===== config.mk =====
export PLATFORM = sky130hd
export DESIGN_NAME = ctrl_word_unpack
export DESIGN_NICKNAME = d
export VERILOG_FILES = /design/src/rtl/ctrl_word_pkg.sv /design/src/rtl/ctrl_word_fifo.sv /design/src/rtl/ctrl_word_unpack.sv
export SDC_FILE = /design/constraint.sdc
export NUM_CORES = 1
export LEC_CHECK = 0
export ABC_CLOCK_PERIOD_IN_PS = 4360
export CORE_MARGIN = 2
export CORE_UTILIZATION = 52
export CTS_CLUSTER_DIAMETER = 120
export DETAILED_ROUTE_END_ITERATION = 8
export GPL_TIMING_DRIVEN = 0
export PLACE_DENSITY_LB_ADDON = 0.12
export SYNTH_ARGS = -nofsm -noshare
export SYNTH_HDL_FRONTEND = slang
export SYNTH_SLANG_ARGS = --single-unit

===== constraint.sdc =====
create_clock -name clk -period 4.36 [get_ports clk]
set_input_delay 0.872 -clock clk [delete_from_list [all_inputs] [get_ports clk]]
set_output_delay 0.872 -clock clk [all_outputs]
set_load 0.03 [all_outputs]

===== src/rtl/ctrl_word_pkg.sv =====
// Shared control-word layout, occupancy states and decode helpers for ctrl_word_unpack.
// Optional parity checking is enabled with the CTRL_WORD_PARITY_EN macro.
package ctrl_word_pkg;

   localparam int CW_W       = 16;
   localparam int A_MSB      = 15;
   localparam int A_LSB      = 13;
   localparam int B_MSB      = 12;
   localparam int B_LSB      = 9;
   localparam int CIN_BIT    = 8;
   localparam int C_MSB      = 7;
   localparam int C_LSB      = 4;
   localparam int REC_MSB    = 3;
   localparam int REC_LSB    = 2;
   localparam int PC_EN_BIT  = 1;
   localparam int REG_EN_BIT = 0;

   typedef enum logic [1:0] {
      OCC_EMPTY   = 2'd0,
      OCC_PARTIAL = 2'd1,
      OCC_FULL    = 2'd2
   } occ_state_e;

   typedef struct packed {
      logic [A_MSB-A_LSB:0]     a;
      logic [B_MSB-B_LSB:0]     b;
      logic                     cin;
      logic [C_MSB-C_LSB:0]     c;
      logic [REC_MSB-REC_LSB:0] rec;
      logic                     pc_en;
      logic                     reg_en;
   } ctrl_fields_t;

   function automatic ctrl_fields_t decode_word(input logic [CW_W-1:0] w);
      ctrl_fields_t f;
      f.a      = w[A_MSB:A_LSB];
      f.b      = w[B_MSB:B_LSB];
      f.cin    = w[CIN_BIT];
      f.c      = w[C_MSB:C_LSB];
      f.rec    = w[REC_MSB:REC_LSB];
      f.pc_en  = w[PC_EN_BIT];
      f.reg_en = w[REG_EN_BIT];
      return f;
   endfunction

   function automatic occ_state_e occ_state(input int occ, input int depth);
      if (occ == 0)     return OCC_EMPTY;
      if (occ >= depth) return OCC_FULL;
      return OCC_PARTIAL;
   endfunction

endpackage


===== src/rtl/ctrl_word_fifo.sv =====
// Circular buffer of control words: memory, wrap-modulo-DEPTH pointers and occupancy.
// Occupancy state is registered so the top-level handshakes depend only on flops.
module ctrl_word_fifo
   import ctrl_word_pkg::*;
#(
   parameter int DEPTH = 2
) (
   input  logic            clk,
   input  logic            rst_n,
   input  logic            i_push,
   input  logic            i_pop,
   input  logic [CW_W-1:0] i_din,
   output logic [CW_W-1:0] o_dout,
   output occ_state_e      o_state
);

   localparam int PTR_W = $clog2(DEPTH);
   localparam int OCC_W = $clog2(DEPTH + 1);

   logic [CW_W-1:0]  r_mem [DEPTH];
   logic [PTR_W-1:0] r_wr_ptr;
   logic [PTR_W-1:0] r_rd_ptr;
   logic [OCC_W-1:0] r_occ;
   occ_state_e       r_state;

   logic             w_push;
   logic             w_pop;
   logic [OCC_W-1:0] w_occ_nxt;

   function automatic logic [PTR_W-1:0] ptr_inc(input logic [PTR_W-1:0] p);
      return (p == PTR_W'(DEPTH - 1)) ? '0 : p + PTR_W'(1);
   endfunction

   // Guard here as well so a stray request can never overflow or underflow.
   assign w_push = i_push && (r_state != OCC_FULL);
   assign w_pop  = i_pop  && (r_state != OCC_EMPTY);

   always_comb begin
      w_occ_nxt = r_occ;
      if (w_push && !w_pop)
         w_occ_nxt = r_occ + OCC_W'(1);
      else if (w_pop && !w_push)
         w_occ_nxt = r_occ - OCC_W'(1);
   end

   always_ff @(posedge clk or negedge rst_n) begin
      if (!rst_n) begin
         r_wr_ptr <= '0;
         r_rd_ptr <= '0;
         r_occ    <= '0;
         r_state  <= OCC_EMPTY;
      end else begin
         if (w_push) r_wr_ptr <= ptr_inc(r_wr_ptr);
         if (w_pop)  r_rd_ptr <= ptr_inc(r_rd_ptr);
         r_occ   <= w_occ_nxt;
         r_state <= occ_state(int'(w_occ_nxt), DEPTH);
      end
   end

   always_ff @(posedge clk) begin
      if (w_push) r_mem[r_wr_ptr] <= i_din;
   end

   assign o_dout  = r_mem[r_rd_ptr];
   assign o_state = r_state;

endmodule


===== src/rtl/ctrl_word_unpack.sv =====
// Buffers packed control words and presents the decoded fields of the head word.
// Define CTRL_WORD_PARITY_EN to add in_parity/par_err and drop words with bad parity.
module ctrl_word_unpack
   import ctrl_word_pkg::*;
#(
   parameter int DEPTH = 2,
   parameter int CNT_W = 8
) (
   input  logic             clk,
   input  logic             reset,
   input  logic [CW_W-1:0]  word_in,
   input  logic             in_valid,
   output logic             in_ready,
   output logic [2:0]       out_a,
   output logic [3:0]       out_b,
   output logic             out_cin,
   output logic [3:0]       out_c,
   output logic [1:0]       out_rec,
   output logic             out_pc_en,
   output logic             out_reg_en,
   output logic             out_valid,
   input  logic             out_ready,
   output logic [CNT_W-1:0] word_count
`ifdef CTRL_WORD_PARITY_EN
   ,
   input  logic             in_parity,
   output logic             par_err
`endif
);

   logic             r_init;
   logic [CNT_W-1:0] r_word_count;
   logic             w_accept;
   logic             w_store;
   logic             w_pop;
   logic [CW_W-1:0]  w_head;
   occ_state_e       w_state;
   ctrl_fields_t     w_fields;

   // in_ready stays low until the first clock edge after reset release.
   always_ff @(posedge clk or negedge reset) begin
      if (!reset) r_init <= 1'b0;
      else        r_init <= 1'b1;
   end

   assign in_ready  = r_init && (w_state != OCC_FULL);
   assign out_valid = (w_state != OCC_EMPTY);
   assign w_accept  = in_valid && in_ready;
   assign w_pop     = out_valid && out_ready;

`ifdef CTRL_WORD_PARITY_EN
   logic r_par_err;
   logic w_par_bad;

   // A bad-parity word completes the handshake but is dropped.
   assign w_par_bad = ^{word_in, in_parity};
   assign w_store   = w_accept && !w_par_bad;

   always_ff @(posedge clk or negedge reset) begin
      if (!reset)                      r_par_err <= 1'b0;
      else if (w_accept && w_par_bad)  r_par_err <= 1'b1;
   end

   assign par_err = r_par_err;
`else
   assign w_store = w_accept;
`endif

   ctrl_word_fifo #(.DEPTH(DEPTH)) u_fifo (
      .clk    (clk),
      .rst_n  (reset),
      .i_push (w_store),
      .i_pop  (w_pop),
      .i_din  (word_in),
      .o_dout (w_head),
      .o_state(w_state)
   );

   always_ff @(posedge clk or negedge reset) begin
      if (!reset)       r_word_count <= '0;
      else if (w_store) r_word_count <= r_word_count + CNT_W'(1);
   end

   assign word_count = r_word_count;

   // Stale memory contents must not leak out while the buffer is empty.
   assign w_fields   = decode_word(out_valid ? w_head : '0);
   assign out_a      = w_fields.a;
   assign out_b      = w_fields.b;
   assign out_cin    = w_fields.cin;
   assign out_c      = w_fields.c;
   assign out_rec    = w_fields.rec;
   assign out_pc_en  = w_fields.pc_en;
   assign out_reg_en = w_fields.reg_en;

endmodule


Word level (Yosys, flattened, before mapping)
Memory sizes are Yosys's and may differ from the RTL's.
Index checks and enable logic that the tools add are counted.
W data, S select, Z words.
{"block": "op_classes", "n_eq_ne": 1, "reduce_logical": 11, "n_lt_le_gt_ge": 1, "n_mux": 14, "addsub": 5}
{"cell": "$mux W16", "count": 1}
{"cell": "$mux W2", "count": 6}
{"cell": "$add A8 B1 Y8 const B", "count": 1}
{"cell": "$logic_and A1 B1 Y1", "count": 7}
{"cell": "$mux W1", "count": 7}
{"cell": "$add A1 B1 Y1 const B", "count": 2}
{"cell": "$add A2 B1 Y2 const B", "count": 1}
{"cell": "$ge A2 B2 Y1 const B", "count": 1}
{"cell": "$logic_not A1 Y1", "count": 2}
{"cell": "$logic_not A2 Y1", "count": 1}
{"cell": "$ne A2 B2 Y1 const B", "count": 1}
{"cell": "$reduce_bool A2 Y1", "count": 1}
{"cell": "$sub A2 B1 Y2 const B", "count": 1}
{"block": "word_totals", "input_bits": 20, "elab_cells": 39, "output_inout_bits": 26, "register_bits": 15, "mem_bits_rw": 32, "n_memories": 1}
{"memory": "u_fifo.r_mem", "depth": 2, "word_bits": 16, "read_ports": 1, "rd_ports_with_merged_regs": 0, "write_ports": 1, "line": "ctrl_word_fifo.sv:20", "source": "logic [CW_W-1:0] r_mem [DEPTH];"}

Longest topological paths before layout
{"block": "depth", "word_depth": 13, "mapped_depth": 5, "ltp_nobuf": 4}

Hierarchy
From an unflattened synthesis, not the netlist that was laid out.
{"block": "unflattened", "hier_cells": 139, "area_unflattened_um2": 2055.7}
{"module": "ctrl_word_fifo", "area_each_um2": 1478.9, "cells_each": 84, "seq_area_each_um2": 1086.0, "instances": 1}
{"module": "ctrl_word_unpack", "area_each_um2": 576.8, "cells_each": 55, "seq_area_each_um2": 225.2, "instances": 1}

Least setup slack after synthesis
Ideal clock, no wire load.
{"block": "synth_path", "path_kind": "input-to-reg", "start": "input in_valid", "end": "memory u_fifo.r_mem[0][0], enable pin", "required_time_ns": 3.970, "n_path_buf": 1, "stages": 4, "setup_ns": 0.390, "setup_slack_ns": 1.870, "arrival_ns": 2.100, "path_cell_list": "and2_1 and2_1 buf_2 nor2b_1"}
{"block": "synth_via", "elab_chain_cells": 4}
{"element": "start, declared", "line": "ctrl_word_unpack.sv:12", "source": "input logic in_valid,"}
{"element": "$logic_and A1 B1 Y1", "line": "ctrl_word_unpack.sv:48", "source": "assign w_accept = in_valid && in_ready;"}
{"element": "$logic_and A1 B1 Y1", "line": "ctrl_word_fifo.sv:35", "source": "assign w_push = i_push && (r_state != OCC_FULL);"}
{"element": "$mux W1", "line": "ctrl_word_fifo.sv:61", "source": "if (w_push) r_mem[r_wr_ptr] <= i_din;"}
{"element": "$mux W1 (implied by the code)", "line": "ctrl_word_fifo.sv:61"}
{"element": "end, declared", "line": "ctrl_word_fifo.sv:20"}
No other way between the ends.

Worst setup path in the final report
{"block": "layout_path", "start": "register u_fifo.r_state[1] (netlist: u_fifo.o_state[1])", "end": "output out_c[1]"}
{"block": "layout_via", "elab_chain_cells": 2}
{"element": "start, declared", "line": "ctrl_word_fifo.sv:24", "source": "occ_state_e r_state;"}
{"element": "start signal, assigned", "line": "ctrl_word_fifo.sv:56", "source": "r_state <= occ_state(int'(w_occ_nxt), DEPTH);"}
{"element": "$reduce_bool A2 Y1", "line": "ctrl_word_unpack.sv:47", "source": "assign out_valid = (w_state != OCC_EMPTY);"}
{"element": "$mux W16", "line": "ctrl_word_unpack.sv:87", "source": "assign w_fields = decode_word(out_valid ? w_head : '0);"}
{"element": "end, declared", "line": "ctrl_word_unpack.sv:17", "source": "output logic [3:0] out_c,"}
No other way between the ends.

==> impl_metrics.py <==
metrics = {
    "worst_setup_path": {
        "critPathLaunchType": "register",
        "critPathMostFrequentCell": "nor2_1",
        "critPathKind": "register to output port",
        "crit_required_ns": 3.49,
        "critical_path.slowest_cell": "clkdlybuf4s50_1",
        "worst-path-buf-inv": 2,
        "worstPathCellList": "nor2_1 -> clkbuf_1 -> nor2_1 -> clkdlybuf4s50_1",
        "worstPathMaxFanout": 10,
        "crit_family": "buffers and inverters",
        "cp-end-kind": "output port",
        "worstPathArrival_ns": 2.43,
        "slowest_delay_ns": 0.62,
    },
    "timing": {
        "period_needed_ns": 3.30,
        "setup_ws_ns": 1.06,
        "tns_ns": 0,
        "finalMaxSlewViolations": 0,
        "whs_ns": 0.485,
        "skew_ns": 0.00853,
        "rsz0062_at_grt": "false",
        "timing.slew.headroom_pct": 43.6,
        "max_freq_mhz": 303,
        "setup_viol": 0,
        "hold_viol": 0,
        "worst_pin_slew_ns": 0.842,
        "min_period_over_period_pct": 75.7,
    },
    "worst_hold_path": {
        "hold_class": "register to register",
    },
    "global_routing": {
        "grt_pass1_wl_mm": 5.25,
        "gr-total-overflow": 0,
        "grtUsageTotal_pct": 17.7,
        "antenna_found_initial": 0,
        "grt_pass1_vias": 1123,
        "grt_max_degree": 17,
    },
    "yosys": {
        "ys_warn_count": 0,
        "yosysSeqAreaShare_pct": 71.9,
        "synthesis.area_um2": 1860,
        "syn_nets": 143,
        "synthDistinctLibCells": 24,
        "syn-mean-instance-area_um2": 15.2,
        "syn_inst": 122,
        "ys_ff_latch": 47,
    },
    "run_status": {
        "status": "complete, no violations",
    },
    "clocking": {
        "cts.sinks": 47,
        "post-cts-setup-buffers": 0,
        "htree_num_levels": 2,
        "cts_buffer_depth": 2,
        "ctsHoldBuffers": 0,
        "clk_pin_slew_ns": 0.13,
        "numCtsBuffers": 5,
        "cts_resized": 0,
        "root_buffer": "clkbuf_4",
        "cts_tree": "built",
        "clock_latency_ns": 0.36,
    },
    "power": {
        "p_leak_nw": 0.949,
        "p_int_mw": 0.949,
        "p_total_mw": 1.58,
        "comb_power_share_pct": 47.7,
        "p_sw_mw": 0.628,
        "clkPwrFrac_pct": 12.3,
        "seqPwrFrac_pct": 40.0,
        "vdd.ir_drop.worst_v": 0.000346,
        "swShare_pct": 39.8,
        "p_per_area_nw_per_um2": 651,
    },
    "drt": {
        "antenna_left": 0,
        "firstDrtPassIters": 4,
        "post-route-drc-count": 0,
        "routedWlPerCell_um": 14.6,
        "vias_per_cell": 4.95,
        "drt_wl_total_mm": 3.23,
        "first_iter_violations": 28,
        "vias": 1094,
    },
    "cells_and_area": {
        "final_common_cell": "clkdlybuf4s50_1",
        "antenna_cells": 0,
        "finalNonFillerCells": 221,
        "drive_gt1_share_pct": 6.86,
        "final_nets": 195,
        "final_cell_mix": "clkdlybuf4s50_1, edfxtp_1, nor2_1, mux2i_1, dfrtp_1",
        "area_growth_pct": 30.3,
    },
    "placement": {
        "dp.final_hpwl_mm": 2.19,
        "place_inst": 213,
        "pre_cts_slack_ns": 1.01,
        "portBuffers": 45,
        "gp_congestion": 0.662,
    },
    "run": {
        "max_cap_viol_count": 0,
    },
    "floorplanning": {
        "io_pins": 46,
        "design.core.area_um2": 3390,
        "start_util_pct": 54.9,
        "dieArea_um2": 4070,
        "die_y_um": 63.8,
        "die_w_um": 63.8,
        "num_rows": 21,
    },
}
==> final timing paths <==
| path | from | endpoint | slack (ns) | depth (start not counted) |
|---|---|---|---|---|
| min in group asynchronous | reset | u_fifo.r_rd_ptr$_DFFE_PN0P_ | 0.90 | 1 |
| max in group asynchronous | reset | word_count[1]$_DFFE_PN0N_ | 3.04 | 1 |
| max | u_fifo.o_state[1]$_DFF_PN0_ | out_c[1] | 1.06 | 4 |
| min reg2reg | word_count[7]$_DFFE_PN0N_ | word_count[7]$_DFFE_PN0N_ | 0.49 | 1 |
| min | word_count[7]$_DFFE_PN0N_ | word_count[7]$_DFFE_PN0N_ | 0.49 | 1 |
| max reg2reg | u_fifo.o_state[0]$_DFF_PN0_ | u_fifo.r_mem[0][1]$_DFFE_PP_ | 2.34 | 4 |
==> state kept, by name, indices dropped and copies added (netlist names) <==
name,count
u_fifo.r_mem,32
word_count,8
u_fifo.o_state,2
u_fifo.r_occ,2
r_init,1
u_fifo.r_rd_ptr,1
u_fifo.r_wr_ptr,1
==> synthesized netlist by cell type <==
| cell | instances | share of area [%] |
|---|---|---|
| nand2b_1 | 1 | 0.34 |
| xor2_1 | 6 | 2.8 |
| ha_1 | 1 | 0.67 |
| mux2i_1 | 17 | 9.2 |
| or3b_1 | 1 | 0.47 |
| nand3_1 | 3 | 0.81 |
| and2_1 | 3 | 1.0 |
| a21o_1 | 1 | 0.40 |
| nand2_1 | 2 | 0.40 |
| conb_1 | 1 | 0.20 |
| nor2_1 | 17 | 3.4 |
| nor2b_1 | 1 | 0.34 |
| dfrtp_1 | 15 | 20 |
| xnor2_1 | 6 | 2.8 |
| mux2_1 | 1 | 0.61 |
| edfxtp_1 | 32 | 52 |
| clkbuf_1 | 1 | 0.20 |
| nand4b_1 | 1 | 0.47 |
| o311ai_1 | 1 | 0.47 |
| nand4_1 | 2 | 0.67 |
| inv_1 | 1 | 0.20 |
| o21ai_2 | 1 | 0.47 |
| and3_1 | 4 | 1.3 |
| buf_2 | 3 | 0.81 |
==> stage by stage <==
| stage | util (%) | area, µm² |
|---|---|---|
| 6_report | 71.5 | 2420 |
| 3_3_place_gp | 69.8 | 2370 |
| 2_1_floorplan | - | 1860 |
| 4_1_cts | 71.4 | 2420 |
| 5_1_grt | 71.5 | 2420 |
| 3_5_place_dp | 69.8 | 2370 |
==> kinds of logic (layout without fill, tap and decap cells) <==
group	after synthesis	in the layout	share of synthesized area [%]
flip-flops	47	47	71.9
AND/OR/NAND/NOR	35	35	9.29
multiplexers	18	18	9.76
XOR/XNOR	12	12	5.65
buffers and inverters	5	58	1.21
AO/OA/AOI/OAI	3	3	1.35
adder cells (fa/ha/maj)	1	1	0.673
other	1	1	0.202
==> layout make-up <==
cell class	instances	area, µm²
fillers	243	966
plain buffers	4	18.8
well taps	46	57.6
flip-flops and latches	47	1340
clock buffers	6	41.3
multi-input cells	70	503
clock inverters	2	12.5
repair buffers	45	450
inverters	1	3.75
==> power by group through the flow <==
stage / Clock (mW) / Sequential (mW) / Combinational (mW)
floorplan: 0 / 0.670 / 0.434
global placement: 0 / 0.632 / 0.743
detailed placement: 0 / 0.640 / 0.756
CTS: 0.204 / 0.631 / 0.758
global route: 0.217 / 0.642 / 0.804
finish: 0.194 / 0.630 / 0.752
==> metal layers <==
| layer | GRT usage (%) | vias to the layer above | routed length, µm |
|---|---|---|---|
| met4 | 9.51 | 0 | 75 |
| met2 | 29.8 | 29 | 1710 |
| met5 | 0 | - | 0 |
| met1 | 19.5 | 520 | 1300 |
| li1 | - | 538 | - |
| met3 | 6.34 | 7 | 142 |
Note: power is estimated with default switching activity, not from simulation.
